## config.mk

```make
export PLATFORM = sky130hd
export DESIGN_NAME = hypot_seq_flat
export DESIGN_NICKNAME = d
export VERILOG_FILES = /design/src/rtl/hypot_seq_if.sv /design/src/rtl/hypot_seq.sv /design/src/flat_wrapper.sv
export SDC_FILE = /design/constraint.sdc
export NUM_CORES = 1
export LEC_CHECK = 0
export ABC_AREA = 1
export BUFFER_PORTS_ARGS = -buffer_cell sky130_fd_sc_hd__buf_2
export CAP_MARGIN = 40
export CELL_PAD_IN_SITES_DETAIL_PLACEMENT = 2
export CELL_PAD_IN_SITES_GLOBAL_PLACEMENT = 2
export CORE_MARGIN = 5
export CORE_UTILIZATION = 35
export CTS_BUF_LIST = sky130_fd_sc_hd__clkbuf_16
export DETAILED_ROUTE_END_ITERATION = 12
export PLACE_DENSITY = 0.86
export SYNTH_ARGS = -nofsm -noshare
export SYNTH_HDL_FRONTEND = slang
export SYNTH_SLANG_ARGS = --single-unit
```

## constraint.sdc

```tcl
create_clock -name clk -period 2.5 [get_ports clk]
set_input_delay 0.75 -clock clk [delete_from_list [all_inputs] [get_ports clk]]
set_output_delay 0.75 -clock clk [all_outputs]
set_load 0.01 [all_outputs]
```

## src/rtl/hypot_seq_if.sv

```systemverilog
// Handshake and data bundle for the sequential Euclidean-magnitude unit.
// The requester drives operands and out_ready; the unit drives status and results.
interface hypot_seq_if #(
  parameter int W = 8
);
  localparam int RW = W + 1;

  logic          in_valid;
  logic          in_ready;
  logic [W-1:0]  x;
  logic [W-1:0]  y;
  logic          mode;
  logic          out_valid;
  logic          out_ready;
  logic [RW-1:0] result;
  logic          exact;
  logic          busy;

  modport master (
    output in_valid, x, y, mode, out_ready,
    input  in_ready, out_valid, result, exact, busy
  );

  modport slave (
    input  in_valid, x, y, mode, out_ready,
    output in_ready, out_valid, result, exact, busy
  );
endinterface

```

## src/rtl/hypot_seq.sv

```systemverilog
// Sequential sqrt(x^2 + y^2): shift-add squaring of x then y into one
// accumulator, followed by a bit-serial restoring square root (one bit per
// cycle), with optional round-to-nearest and a perfect-square flag.
module hypot_seq #(
  parameter int W = 8
) (
  input  logic        clk,
  input  logic        rst_n,
  input  logic        ena,
  hypot_seq_if.slave  bus
);
  localparam int RW = W + 1;
  localparam int AW = 2 * RW;
  localparam int CW = $clog2(RW + 1);

  typedef enum logic [2:0] {
    IDLE, SQX, SQY, SQRT, FIN, DONE
  } state_e;

  state_e         state_q, state_d;
  logic [CW-1:0]  cnt_q, cnt_d;
  logic [AW-1:0]  acc_q, acc_d;
  logic [2*W-1:0] mcand_q, mcand_d;
  logic [W-1:0]   mplr_q, mplr_d;
  logic [W-1:0]   y_q, y_d;
  logic           mode_q, mode_d;
  logic [RW-1:0]  root_q, root_d;
  logic [RW:0]    rem_q, rem_d;
  logic [RW-1:0]  result_q, result_d;
  logic           exact_q, exact_d;
  logic           out_valid_q, out_valid_d;

  logic           accept;
  logic           cnt_last_sq;
  logic           cnt_last_rt;
  logic [AW-1:0]  acc_add;
  logic [RW+2:0]  rem_sh;
  logic [RW+2:0]  trial;

  assign accept      = (state_q == IDLE) & ena & bus.in_valid;
  assign cnt_last_sq = (cnt_q == CW'(W - 1));
  assign cnt_last_rt = (cnt_q == CW'(RW - 1));
  assign acc_add     = mplr_q[0] ? (acc_q + AW'(mcand_q)) : acc_q;
  // During SQRT the accumulator doubles as the radicand, consumed two bits per cycle from the top.
  assign rem_sh      = {rem_q, acc_q[AW-1 -: 2]};
  assign trial       = {1'b0, root_q, 2'b01};

  // State register; ena low freezes the FSM.
  always_ff @(posedge clk or negedge rst_n) begin
    if (!rst_n)   state_q <= IDLE;
    else if (ena) state_q <= state_d;
  end

  // Next-state sequencing through square, root, finish and hand-off phases.
  always_comb begin
    state_d = state_q;
    case (state_q)
      IDLE:    if (accept)        state_d = SQX;
      SQX:     if (cnt_last_sq)   state_d = SQY;
      SQY:     if (cnt_last_sq)   state_d = SQRT;
      SQRT:    if (cnt_last_rt)   state_d = FIN;
      FIN:                        state_d = DONE;
      DONE:    if (bus.out_ready) state_d = IDLE;
      default:                    state_d = IDLE;
    endcase
  end

  // Status outputs decoded from the current state.
  always_comb begin
    bus.in_ready = (state_q == IDLE) & ena;
    bus.busy     = (state_q != IDLE);
  end

  // Datapath next values: operand capture, shift-add squaring, restoring root, rounding.
  always_comb begin
    cnt_d       = cnt_q;
    acc_d       = acc_q;
    mcand_d     = mcand_q;
    mplr_d      = mplr_q;
    y_d         = y_q;
    mode_d      = mode_q;
    root_d      = root_q;
    rem_d       = rem_q;
    result_d    = result_q;
    exact_d     = exact_q;
    out_valid_d = out_valid_q;
    case (state_q)
      IDLE: begin
        if (accept) begin
          acc_d   = '0;
          mcand_d = {{W{1'b0}}, bus.x};
          mplr_d  = bus.x;
          y_d     = bus.y;
          mode_d  = bus.mode;
          root_d  = '0;
          rem_d   = '0;
          cnt_d   = '0;
        end
      end
      SQX, SQY: begin
        acc_d   = acc_add;
        mcand_d = mcand_q << 1;
        mplr_d  = mplr_q >> 1;
        cnt_d   = cnt_q + 1'b1;
        // The last x step reloads the multiplier with y so SQY sums onto x^2.
        if (cnt_last_sq) begin
          cnt_d = '0;
          if (state_q == SQX) begin
            mcand_d = {{W{1'b0}}, y_q};
            mplr_d  = y_q;
          end
        end
      end
      SQRT: begin
        acc_d = acc_q << 2;
        if (rem_sh >= trial) begin
          rem_d  = (RW+1)'(rem_sh - trial);
          root_d = {root_q[RW-2:0], 1'b1};
        end else begin
          rem_d  = (RW+1)'(rem_sh);
          root_d = {root_q[RW-2:0], 1'b0};
        end
        cnt_d = cnt_last_rt ? '0 : cnt_q + 1'b1;
      end
      FIN: begin
        // R > r is exactly S > (r + 0.5)^2 for integer S, so no tie handling is needed.
        result_d    = (mode_q && (rem_q > {1'b0, root_q})) ? root_q + 1'b1 : root_q;
        exact_d     = (rem_q == '0);
        out_valid_d = 1'b1;
      end
      DONE: begin
        if (bus.out_ready) out_valid_d = 1'b0;
      end
      default: ;
    endcase
  end

  // Datapath and output registers; reset clears everything, ena low holds everything.
  always_ff @(posedge clk or negedge rst_n) begin
    if (!rst_n) begin
      cnt_q       <= '0;
      acc_q       <= '0;
      mcand_q     <= '0;
      mplr_q      <= '0;
      y_q         <= '0;
      mode_q      <= 1'b0;
      root_q      <= '0;
      rem_q       <= '0;
      result_q    <= '0;
      exact_q     <= 1'b0;
      out_valid_q <= 1'b0;
    end else if (ena) begin
      cnt_q       <= cnt_d;
      acc_q       <= acc_d;
      mcand_q     <= mcand_d;
      mplr_q      <= mplr_d;
      y_q         <= y_d;
      mode_q      <= mode_d;
      root_q      <= root_d;
      rem_q       <= rem_d;
      result_q    <= result_d;
      exact_q     <= exact_d;
      out_valid_q <= out_valid_d;
    end
  end

  assign bus.result    = result_q;
  assign bus.exact     = exact_q;
  assign bus.out_valid = out_valid_q;
endmodule

```

## src/flat_wrapper.sv

```systemverilog
// flat-port wrapper written by rule: the top's interface ports become plain ports
module hypot_seq_flat 
#(
  parameter int W = 8
)
  (clk, rst_n, ena, bus_in_valid, bus_x, bus_y, bus_mode, bus_out_ready, bus_in_ready, bus_out_valid, bus_result, bus_exact, bus_busy);
  hypot_seq_if #(.W(W)) bus_i ();
  input  logic clk;
  input  logic rst_n;
  input  logic ena;
  input wire logic [$bits(bus_i.in_valid)-1:0] bus_in_valid;
  input wire logic [$bits(bus_i.x)-1:0] bus_x;
  input wire logic [$bits(bus_i.y)-1:0] bus_y;
  input wire logic [$bits(bus_i.mode)-1:0] bus_mode;
  input wire logic [$bits(bus_i.out_ready)-1:0] bus_out_ready;
  output wire logic [$bits(bus_i.in_ready)-1:0] bus_in_ready;
  output wire logic [$bits(bus_i.out_valid)-1:0] bus_out_valid;
  output wire logic [$bits(bus_i.result)-1:0] bus_result;
  output wire logic [$bits(bus_i.exact)-1:0] bus_exact;
  output wire logic [$bits(bus_i.busy)-1:0] bus_busy;
  assign bus_i.in_valid = bus_in_valid;
  assign bus_i.x = bus_x;
  assign bus_i.y = bus_y;
  assign bus_i.mode = bus_mode;
  assign bus_i.out_ready = bus_out_ready;
  assign bus_in_ready = bus_i.in_ready;
  assign bus_out_valid = bus_i.out_valid;
  assign bus_result = bus_i.result;
  assign bus_exact = bus_i.exact;
  assign bus_busy = bus_i.busy;
  hypot_seq #(.W(W)) u_core (.clk(clk), .rst_n(rst_n), .ena(ena), .bus(bus_i));
endmodule
```

# Yosys cells after proc, flatten, opt, wreduce, memory -nomap -nowiden
# Index checks and enable logic that the tools add are counted.
[totals]
regBits = 88
in_bits = 22
out_inout_bits = 13
wordCells = 80
[classes]
addsub = 4
n_lt_le_gt_ge = 2
n_eq_ne = 13
muxes = 30
n_bitwise = 2
reduce_logical = 17
[ops]
columns = ["operator", "count"]
rows = [
  ["one-hot mux 18 bit (3 select lines)", 1],
  ["2-to-1 mux 16 bit", 3],
  ["2-to-1 mux 18 bit", 2],
  ["one-hot mux 16 bit (2 select lines)", 1],
  ["2-to-1 mux 8 bit", 3],
  ["2-to-1 mux 10 bit", 2],
  ["one-hot mux 10 bit (2 select lines)", 1],
  ["adder 18 x 16 -> 18 bit", 1],
  ["2-to-1 mux 9 bit", 2],
  ["one-hot mux 3 bit (6 select lines)", 1],
  ["one-hot mux 9 bit (2 select lines)", 1],
  ["one-hot mux 8 bit (2 select lines)", 1],
  ["2-to-1 mux 3 bit", 5],
  ["AND reduction 3 bit", 5],
  ["greater-or-equal comparator 12 x 11 -> 1 bit", 1],
  ["2-to-1 mux 4 bit", 3],
  ["one-hot mux 4 bit (3 select lines)", 1],
  ["> comparator 10 x 9 -> 1 bit", 1],
  ["logical NOT 10 bit", 1],
  ["!= test 2 x 1 -> 1 bit (second input constant)", 5],
  ["subtractor 10 bit", 1],
  ["adder 9 x 1 -> 9 bit (second input constant)", 1],
  ["== test 3 x 2 -> 1 bit (second input constant)", 2],
  ["== test 3 bit (second input constant)", 2],
  ["16 further kinds", 21],
]

# Longest topological paths before layout
# Gate-level depths: netlist of the first run.
[depth]
depth_word = 5
mapped_depth = 13

# Least setup slack after synthesis of the first run
# Ideal clock, no wire load.
[synth_path]
path_kind = "register to register"
start = "register u_core.root_q[3]"
end = "register u_core.rem_q[0]"
setup_time_ns = 0.121
t_arrival_ns = 1.815
t_required_ns = 2.379
slack_ns = 0.564
stages_incl_launch_ff = 10
period_less_slack_ns = 1.936
path_cell_list = "dfrtp_1 > inv_1 > ha_1 > a21oi_1 > o21ai_0 > a21oi_2 > nand3_2 > buf_2 > nor2_1 > o21ai_1"
[synth_between]
elab_chain_len = 3
[synth_rtl]
columns = ["element", "line_no", "source"]
rows = [
  ["start: declaration", "hypot_seq.sv:27", "logic [RW-1:0] root_q, root_d;"],
  ["start signal: assignment", "hypot_seq.sv:159", "root_q <= root_d;"],
  ["greater-or-equal comparator 12 x 11 -> 1 bit", "hypot_seq.sv:116", "if (rem_sh >= trial) begin"],
  ["2-to-1 mux 10 bit", "hypot_seq.sv:116", ""],
  ["one-hot mux 10 bit (2 select lines)", "hypot_seq.sv:87", "case (state_q)"],
  ["end signal: assignment", "hypot_seq.sv:160", "rem_q <= rem_d;"],
  ["end: declaration", "hypot_seq.sv:28", "logic [RW:0] rem_q, rem_d;"],
]
# No other way between the ends.
# A chain may end at the register's enable or synchronous reset.

# Final worst setup path of the first run
[layout_path]
start = "register u_core.root_q[3]"
end = "register u_core.rem_q[7]"
[layout_between]
elab_chain_len = 3
[layout_rtl]
columns = ["element", "line_no"]
rows = [
  ["subtractor 10 bit / greater-or-equal comparator 12 x 11 -> 1 bit (equally long branches)", "hypot_seq.sv:117, hypot_seq.sv:116"],
  ["2-to-1 mux 10 bit (*)", "hypot_seq.sv:116"],
  ["one-hot mux 10 bit (2 select lines) (*)", "hypot_seq.sv:87"],
]
# Every way passes the cells marked *; elsewhere a longest branch is shown, timed or not.

==> results.json, run 1 <==
{
  "powerDensity_nw_per_um2": 1443,
  "fp.dieW_um": 138.6,
  "synth_area_sq_um": 5786,
  "synth_nets": 863,
  "yosys.area_share.simple_pct": 30.23,
  "ir_drop_uv": 459.9,
  "slew_headroom_pct": 65.62,
  "critPathRequiredTime_ns": 2.75,
  "ys_seq_area_share_pct": 38.06,
  "leakagePower_nw": 3.404,
  "synth_fa_ha_area_share_pct": 7.050,
  "cap_violations": 0,
  "fin_crit_sh_pct": 93.76,
  "yosysWarnings": 0,
  "layout_common_cells": "nand2_1 (255), inv_1 (89), dfrtp_1 (87)",
  "dieArea_sq_um": 19200,
  "routed_via_density": 5.151,
  "track_usage_pct": 20.83,
  "clockRootBuffer": "clkbuf_16",
  "drv_slew": 0,
  "synthFlopType": "dfrtp_1",
  "clock.fmax_ghz": 0.4266,
  "min_period_ns": 2.344,
  "cp-end-kind": "flop",
  "fp.coreArea_sq_um": 16410,
  "tightest_slew_ns": 0.5158,
  "wire_per_inst_um": 18.39,
  "grt_max_degree": 38,
  "start_kind": "flop",
  "cts.sinks": 88,
  "synthMuxAreaShare_pct": 1.557,
  "synth_xor_area_share_pct": 2.422,
  "grt_pass1_wl_um": 32370,
  "synth_top_family_by_area": "simple AND/OR/NAND/NOR gates",
  "synth_compound_area_share_pct": 12.28,
  "firstDrtPassIters": 4,
  "cts.clk_slew.worst_paths_ns": 0.07,
  "start_util_pct": 35.26,
  "synth_edf_count": 0,
  "place.port_buffers": 34,
  "final_common_cell": "nand2_1",
  "ys_types": 44,
  "cts_tree": "built",
  "cts_buffers": 9,
  "gp_congestion": 0.8562,
  "avgSynthCellArea_sq_um": 7.151,
  "nets": 905,
  "num_vias": 5542,
  "finalClockSkew_ns": 0.01571,
  "std_cell_rows": 47,
  "drive_gt1_share_pct": 11.92,
  "worstSkewPairLatency_ns": 0.37,
  "grt_pass1_vias": 6177,
  "n_antenna_cell": 0,
  "critPathMaxFanout": 17,
  "wirelength_um": 19790,
  "hpwl_um": 14710,
  "drt-initial-drc-count": 202,
  "grt_antenna_before_repair": 0,
  "ys_ff_latch": 88,
  "htree_levels": 3,
  "synthCells": 809,
  "hold_violations": 0,
  "criticalPathCategory": "flop to flop",
  "status": "complete, no violations",
  "postRouteAntennaNets": 0,
  "grt.overflow.total": 0,
  "area_growth_pct": 13.43,
  "route.detailed.drc": 0,
  "crit_arrival_ns": 2.59,
  "tns_ns": 0,
  "min_path_type": "primary input to async pin",
  "ioPinCount": 35,
  "clockBufferDepth": 2,
  "power.total_w": 0.009470,
  "setup_viol": 0,
  "rsz0062_at_grt": "no",
  "synth_async_sr_flop_share_pct": 100.0,
  "die_height_um": 138.6
}
-- cell usage after synthesis (4+ instances only) --
| cell type | n | share of area, % |
|---|---|---|
| a21oi_2 | 7 | 1.1 |
| o211ai_1 | 5 | 0.65 |
| nand4_1 | 7 | 0.76 |
| clkbuf_1 | 5 | 0.32 |
| inv_1 | 89 | 5.8 |
| o22ai_1 | 12 | 1.3 |
| a21oi_1 | 37 | 3.2 |
| nor2_1 | 76 | 4.9 |
| buf_2 | 9 | 0.78 |
| xor2_1 | 12 | 1.8 |
| o21ai_0 | 24 | 2.1 |
| mux2_2 | 8 | 1.6 |
| nand2_2 | 4 | 0.43 |
| nand2_1 | 255 | 17 |
| nand3_1 | 56 | 4.8 |
| nand3b_1 | 5 | 0.65 |
| xnor2_1 | 4 | 0.61 |
| ha_1 | 31 | 6.7 |
| inv_2 | 7 | 0.45 |
| nor3_1 | 7 | 0.61 |
| o21ai_1 | 32 | 2.8 |
| dfrtp_1 | 88 | 38 |
-- worst max-delay path, stage by stage, from the launching register on --
cell,delay (ns)
dfrtp_1,0.42
inv_1,0.16
ha_1,0.32
a21oi_2,0.21
o21ai_0,0.17
a21oi_2,0.35
nand3_4,0.23
nand2_1,0.13
o21ai_0,0.11
nand2_1,0.09
nand2_1,0.06
-- per-layer routing --
| layer | vias to the layer above | wire, um | global-route usage, % |
|---|---|---|---|
| met5 | - | 0 | 0 |
| met4 | 0 | 361 | 5.772 |
| met3 | 29 | 409 | 3.034 |
| met2 | 53 | 10390 | 38.90 |
| met1 | 2764 | 8629 | 24.86 |
| li1 | 2696 | - | - |
-- stage by stage --
step	worst slack, ns	hold WS (ns)	cells	util (%)	instance area [sq um]
floorplan	0.5637	0.4492	809	-	5786
finish	0.1560	0.3649	1076	40.00	6563
global placement	0.2509	0.4578	1059	38.09	6250
CTS	0.01990	0.3728	1075	39.92	6550
global route	0.03252	0.4033	1076	40.00	6563
detailed placement	0.05419	0.4627	1059	38.09	6250
-- repair_timing --
| item | in CTS | in global routing |
|---|---|---|
| gates resized for setup | 1 | 2 |
| buffers inserted | 0 | 1 |
| pin swaps | 0 | 2 |
| hold buffers | 0 | 0 |
| setup endpoints to repair | 1 | 12 |
-- power by group --
part           switching (W)  total, W  internal (W)
logic                0.00371   0.00555       0.00184
clock network       0.000715   0.00142      0.000709
registers           0.000517   0.00250       0.00198
-- cell families (layout without fill, tap and decap cells) --
logic type / after synthesis / in the layout
AO/OA/AOI/OAI: 126 / 126
XOR/XNOR: 16 / 16
adder cells (fa/ha/maj): 32 / 32
buffers and inverters: 119 / 166
flip-flops: 88 / 88
multiplexers: 8 / 8
AND/OR/NAND/NOR: 420 / 420
-- sequential cells by signal (all words and copies together) (netlist names) --
| signal | flops |
|---|---|
| u_core.mcand_q | 16 |
| u_core.acc_q | 18 |
| u_core.mode_q | 1 |
| u_core.bus.out_valid | 1 |
| u_core.mplr_q | 8 |
| u_core.rem_q | 10 |
| u_core.bus.exact | 1 |
| u_core.y_q | 8 |
| u_core.root_q | 9 |
| u_core.bus.result | 9 |
| u_core.state_q | 3 |
| u_core.cnt_q | 4 |
-- final timing paths --
| kind | startpoint | endpoint | slack, ns | cells after the start |
|---|---|---|---|---|
| hold reg to reg | u_core.bus.result[5] | u_core.bus.result[5] | 0.47 | 2 |
| max in group asynchronous | rst_n | u_core.mcand_q[13] | 1.50 | 2 |
| min in group clk | u_core.bus.result[5] | u_core.bus.result[5] | 0.47 | 2 |
| setup / recovery | u_core.root_q[3] | u_core.rem_q[7] | 0.16 | 10 |
| setup reg to reg | u_core.root_q[3] | u_core.rem_q[7] | 0.16 | 10 |
| hold / removal | rst_n | u_core.bus.result[0] | 0.36 | 1 |
-- final cells by class --
type	instances	area, sq um
Clock inverter	7	67.56
Timing Repair Buffer	50	305.3
Clock buffer	9	225.2
Fill cell	1984	9844
Multi-Input combinational cell	602	3109
Tap cell	220	275.3
Sequential cell	88	2203
Inverter	100	376.6
Note: power is estimated with default switching activity, not from simulation.
==> run 2: changes to the inputs <==
Settings changed: RECOVER_POWER set to 100.
==> run 2 against run 1 <==
Against the previous run: cell count is the same; fmax decreased by 0.18%; non-clock buffer count unchanged; first-iteration DRC count grew 3.5%; sequential power about the same; wire length barely moved; largest cell class unchanged; flip-flop and latch count did not move; clock skew is 0.0012 ns lower; sequential share of layout area increased by 0.34 points; critical path type unchanged.
==> results.json, run 2 (synthesis results as in run 1) <==
{
  "status": "complete, no violations",
  "cap_violations": 0,
  "min_path_type": "flop to flop",
  "setup_viol": 0,
  "start_util_pct": 35.26,
  "track_usage_pct": 20.83,
  "cp-end-kind": "flop",
  "ioPinCount": 35,
  "route.detailed.drc": 0,
  "grt_antenna_before_repair": 0,
  "final_common_cell": "nand2_1",
  "std_cell_rows": 47,
  "grt_max_degree": 38,
  "drt-initial-drc-count": 209,
  "routed_via_density": 5.159,
  "fp.coreArea_sq_um": 16410,
  "finalClockSkew_ns": 0.01451,
  "slew_headroom_pct": 32.68,
  "clock.fmax_ghz": 0.4259,
  "n_antenna_cell": 0,
  "critPathMaxFanout": 17,
  "seqCellArea_sq_um": 2203,
  "cts.sinks": 88,
  "place.port_buffers": 34,
  "critPathRequiredTime_ns": 2.75,
  "grt.overflow.total": 0,
  "fp.dieW_um": 138.6,
  "nets": 905,
  "firstDrtPassIters": 4,
  "drive_gt1_share_pct": 9.229,
  "fin_cells": 1076,
  "hold_violations": 0,
  "powerDensity_nw_per_um2": 1446,
  "criticalPathCategory": "flop to flop",
  "postRouteAntennaNets": 0,
  "hpwl_um": 14710,
  "leakagePower_nw": 3.338,
  "multi_input_area_sq_um": 3094,
  "whs_path_depth": 2,
  "num_vias": 5551,
  "top_regs": "u_core.acc_q: 18 flops, u_core.mcand_q: 16 flops, u_core.rem_q: 10 flops",
  "largest_register_ff_count": 18,
  "cts_tree": "built",
  "area_growth_pct": 12.31,
  "regMostFlops": "u_core.acc_q",
  "ir_drop_uv": 460.4,
  "tightest_slew_ns": 1.010,
  "gp_congestion": 0.8562,
  "power.total_w": 0.009392,
  "drv_slew": 0,
  "ff2ff_path_depth": 10,
  "htree_levels": 3,
  "worstSkewPairLatency_ns": 0.37,
  "tns_ns": 0,
  "cts.clk_slew.worst_paths_ns": 0.07,
  "die_height_um": 138.6,
  "nFillCells": 1998,
  "cts_buffers": 9,
  "grt_pass1_vias": 6177,
  "wire_per_inst_um": 18.39,
  "dieArea_sq_um": 19200,
  "start_kind": "flop",
  "rsz0062_at_grt": "no",
  "clockBufferDepth": 2,
  "clockRootBuffer": "clkbuf_16",
  "fin_crit_sh_pct": 93.93,
  "crit_arrival_ns": 2.60,
  "wirelength_um": 19790,
  "hold_buffers": 0,
  "min_period_ns": 2.348,
  "layout_common_cells": "nand2_1 (255), inv_1 (91), dfrtp_1 (87)",
  "placed_cells_incl_taps": 1059,
  "grt_pass1_wl_um": 32370
}
run 2: timing repair:
action	CTS	global route
setup buffers	0	1
cloned	0	0
pin swaps	0	2
gates resized for setup	1	2
setup endpoints to repair	1	12
run 2: through the flow:
step                      util [%]  cell area, sq um  hold WS, ns  worst slack (ns)
final                        39.60              6497       0.4828            0.1518
after global routing         39.60              6497       0.5110           0.01619
after CTS                    39.92              6550       0.3728           0.01990
after detailed placement     38.09              6250       0.4627           0.05419
after global placement       38.09              6250       0.4578            0.2509
after floorplan                  -              5786       0.4492            0.5637
run 2: layer usage:
| metal | global-route usage, % | share of wire [%] | vias up |
|---|---|---|---|
| li1 | - | - | 2699 |
| met1 | 24.86 | 44 | 2761 |
| met2 | 38.90 | 52 | 61 |
| met3 | 3.034 | 2.2 | 30 |
| met4 | 5.772 | 1.8 | 0 |
| met5 | 0 | 0 | - |
run 2: worst paths after layout:
path | from | endpoint | slack (ns)
max | u_core.root_q[3] | u_core.rem_q[7] | 0.15
min | u_core.bus.result[5] | u_core.bus.result[5] | 0.48
max reg2reg | u_core.root_q[3] | u_core.rem_q[7] | 0.15
min reg2reg | u_core.bus.result[5] | u_core.bus.result[5] | 0.48
max in group asynchronous | rst_n | u_core.acc_q[12] | 0.43
min in group asynchronous | rst_n | u_core.bus.result[0] | 0.54
run 2: power breakdown:
| group | switching, W | internal, W |
|---|---|---|
| registers | 0.000521 | 0.00198 |
| logic | 0.00368 | 0.00178 |
| clock network | 0.000722 | 0.000709 |
| total | 0.00492 | 0.00447 |
run 2: layout make-up:
class / count / area share, %
Multi-Input combinational cell: 602 / 47.62
Sequential cell: 88 / 33.91
Inverter: 100 / 5.777
Tap cell: 220 / 4.236
Timing Repair Buffer: 50 / 3.948
Clock buffer: 9 / 3.466
Clock inverter: 7 / 1.040
run 2: critical path, stage by stage, from the launching register on:
cell and delay, ns:
dfrtp_1 0.42, inv_1 0.16, ha_1 0.32, a21oi_2 0.21, o21ai_0 0.17, a21oi_2 0.35
nand3_4 0.24, nand2_1 0.13, o21ai_0 0.11, nand2_1 0.08, nand2_1 0.06
==> run 3: changes to the inputs <==
Settings changed: CORE_UTILIZATION 35 to 32, PLACE_DENSITY 0.86 to 0.83.
Clock period 2.5 ns to 1.9 ns, I/O delays scaled along.
==> run 3 against run 2 <==
Against the previous run: the flow now finishes with violations (negative setup slack); wire length rose by 73%; sequential power rose by 42%; cell area rose by 27%; clock power rose by 36%; clock skew rose by 0.0062 ns; sequential share of layout area fell by 7.0 points; setup slack got worse by 0.46 ns; fmax rose by 6.4%; total power rose by 98%.
==> results.json, run 3 (synthesis results as in run 1) <==
{
  "slew_headroom_pct": 40.20,
  "std_cell_rows": 49,
  "firstDrtPassIters": 6,
  "r2r_end": "u_core.acc_q[11]",
  "layout_common_cells": "nand2_1 (214), buf_4 (93), dfrtp_1 (77)",
  "nFillCells": 1979,
  "num_vias": 6843,
  "pwr-share-comb_pct": 70.3,
  "nets": 997,
  "ff2ff_path_depth": 12,
  "regToRegSetupSlack_ns": -0.31,
  "routed_via_density": 5.814,
  "tightest_slew_ns": 0.8970,
  "grt_pass1_wl_um": 45300,
  "drive_gt1_share_pct": 36.92,
  "power_switching_w": 0.01005,
  "cap_violations": 0,
  "fin_crit_sh_pct": 116.1,
  "setup_viol": 77,
  "hold_slack_ns": 0.2569,
  "critPathRequiredTime_ns": 2.19,
  "internal_power_w": 0.008514,
  "area_growth_pct": 42.50,
  "clockRootBuffer": "clkbuf_16",
  "cts.sinks": 88,
  "grt.overflow.total": 0,
  "violations": "negative setup slack",
  "die_height_um": 144.5,
  "gp_congestion": 0.8503,
  "grt_max_degree": 36,
  "start_kind": "flop",
  "clock.fmax_ghz": 0.4532,
  "postRouteAntennaNets": 0,
  "start_util_pct": 32.32,
  "top_regs": "u_core.acc_q: 18 flops, u_core.mcand_q: 16 flops, u_core.rem_q: 10 flops",
  "htree_levels": 3,
  "criticalPathCategory": "flop to flop",
  "p_clk_share_pct": 10.5,
  "rsz0062_at_grt": "yes",
  "wire_per_inst_um": 29.10,
  "drv_slew": 0,
  "cts_buffers": 9,
  "swShare_pct": 54.14,
  "dieArea_sq_um": 20870,
  "critPathMaxFanout": 7,
  "clockBufferDepth": 2,
  "grt_pass1_vias": 7719,
  "status": "complete, but fails checks",
  "worstSkewPairLatency_ns": 0.39,
  "ioPinCount": 35,
  "cts.clk_slew.worst_paths_ns": 0.09,
  "route.detailed.drc": 0,
  "min_path_type": "primary input to async pin",
  "place.port_buffers": 34,
  "wirelength_um": 34250,
  "ir_drop_uv": 1064,
  "regMostFlops": "u_core.acc_q",
  "drt-initial-drc-count": 376,
  "powerDensity_nw_per_um2": 2252,
  "p_seq_share_pct": 19.2,
  "timing.final.ws_setup_ns": -0.3066,
  "rr_startpoint": "u_core.state_q[0]",
  "crit_arrival_ns": 2.49,
  "leakagePower_nw": 3.957,
  "track_usage_pct": 29.13,
  "power.total_w": 0.01857,
  "fp.coreArea_sq_um": 17900,
  "hpwl_um": 17430,
  "fp.dieW_um": 144.5,
  "hold_violations": 0,
  "min_period_ns": 2.207,
  "cp-end-kind": "flop",
  "grt_antenna_before_repair": 0,
  "finalClockSkew_ns": 0.02070,
  "cts_tree": "built",
  "largest_register_ff_count": 18,
  "n_antenna_cell": 0,
  "final_common_cell": "nand2_1"
}
[run 3: cell count changes in the layout (fill, tap and decap cells not counted), moves of 18 or more]
cell	delta
a21oi_1	-19
buf_4	+82
ha_1	-23
ha_4	+22
nand2_1	-41
nand2_2	+29
nand3_1	-18
nor2_1	-21
o21ai_0	-28
o21ai_1	+19
[run 3: timing repair]
item | CTS | global route
gates cloned | 1 | 3
pin swaps | 29 | 36
setup endpoints to repair | 39 | 76
hold buffers | 0 | 0
setup buffers | 15 | 16
gates resized for setup | 97 | 141
[run 3: metal layers]
layer  up-vias  global-route usage [%]  routed length, um
li1       2881                       -                  -
met1      3480                   29.85              11940
met2       302                   54.99              18030
met3       180                   5.357               1371
met4         0                   16.64               2907
met5         -                       0                  0
[run 3: power groups by stage]
| stage | registers (W) | logic (W) | clock network, W |
|---|---|---|---|
| 6_report | 0.00356 | 0.0131 | 0.00194 |
| 5_1_grt | 0.00357 | 0.0137 | 0.00202 |
| 4_1_cts | 0.00327 | 0.0105 | 0.00189 |
| 3_5_place_dp | 0.00322 | 0.00873 | 0 |
| 3_3_place_gp | 0.00313 | 0.00806 | 0 |
| 2_1_floorplan | 0.00309 | 0.00511 | 0 |
[run 3: worst max-delay path by stage]
stage                            startpoint              endpoint  slack, ns  cells after the start
after floorplan            u_core.root_q[3]       u_core.rem_q[0]       0.02                      9
after global placement     u_core.root_q[7]  u_core.bus.result[0]      -0.12                     11
after detailed placement   u_core.root_q[4]  u_core.bus.result[0]      -0.28                     11
after CTS                   u_core.rem_q[8]  u_core.bus.result[2]      -0.08                     10
after global routing      u_core.state_q[0]      u_core.acc_q[11]      -0.39                     12
final                     u_core.state_q[0]      u_core.acc_q[11]      -0.31                     12
[run 3: layout make-up]
cell class | count | area, sq um | area share (%)
clock buffers | 9 | 225.2 | 2.732
clock inverters | 7 | 66.31 | 0.8044
inverters | 100 | 394.1 | 4.781
multi-input cells | 602 | 3998 | 48.49
flip-flops and latches | 88 | 2216 | 26.88
well taps | 229 | 286.5 | 3.475
repair buffers | 141 | 1051 | 12.75
repair inverters | 1 | 7.507 | 0.09106
[run 3: critical path, stage by stage, from the launching register on]
cell      delay (ns)
dfrtp_1         0.44
inv_1           0.13
nand2_1         0.13
nor2_4          0.16
nand3_1         0.14
nand2_2         0.13
nand2_4         0.07
nor2_4          0.22
o21ai_4         0.14
clkinv_4        0.13
buf_12          0.16
nor2_2          0.05
a21oi_2         0.21
[run 3: metrics by stage]
step	area (sq um)	instances	setup TNS, ns	worst slack, ns	util [%]
CTS	7585	1160	-0.5730	-0.08264	42.37
global route	8244	1177	-19.85	-0.3852	46.05
floorplan	5792	809	0	0.01664	-
finish	8244	1177	-12.37	-0.3066	46.05
global placement	6753	1128	-1.547	-0.1191	37.72
detailed placement	6753	1128	-4.719	-0.2822	37.72
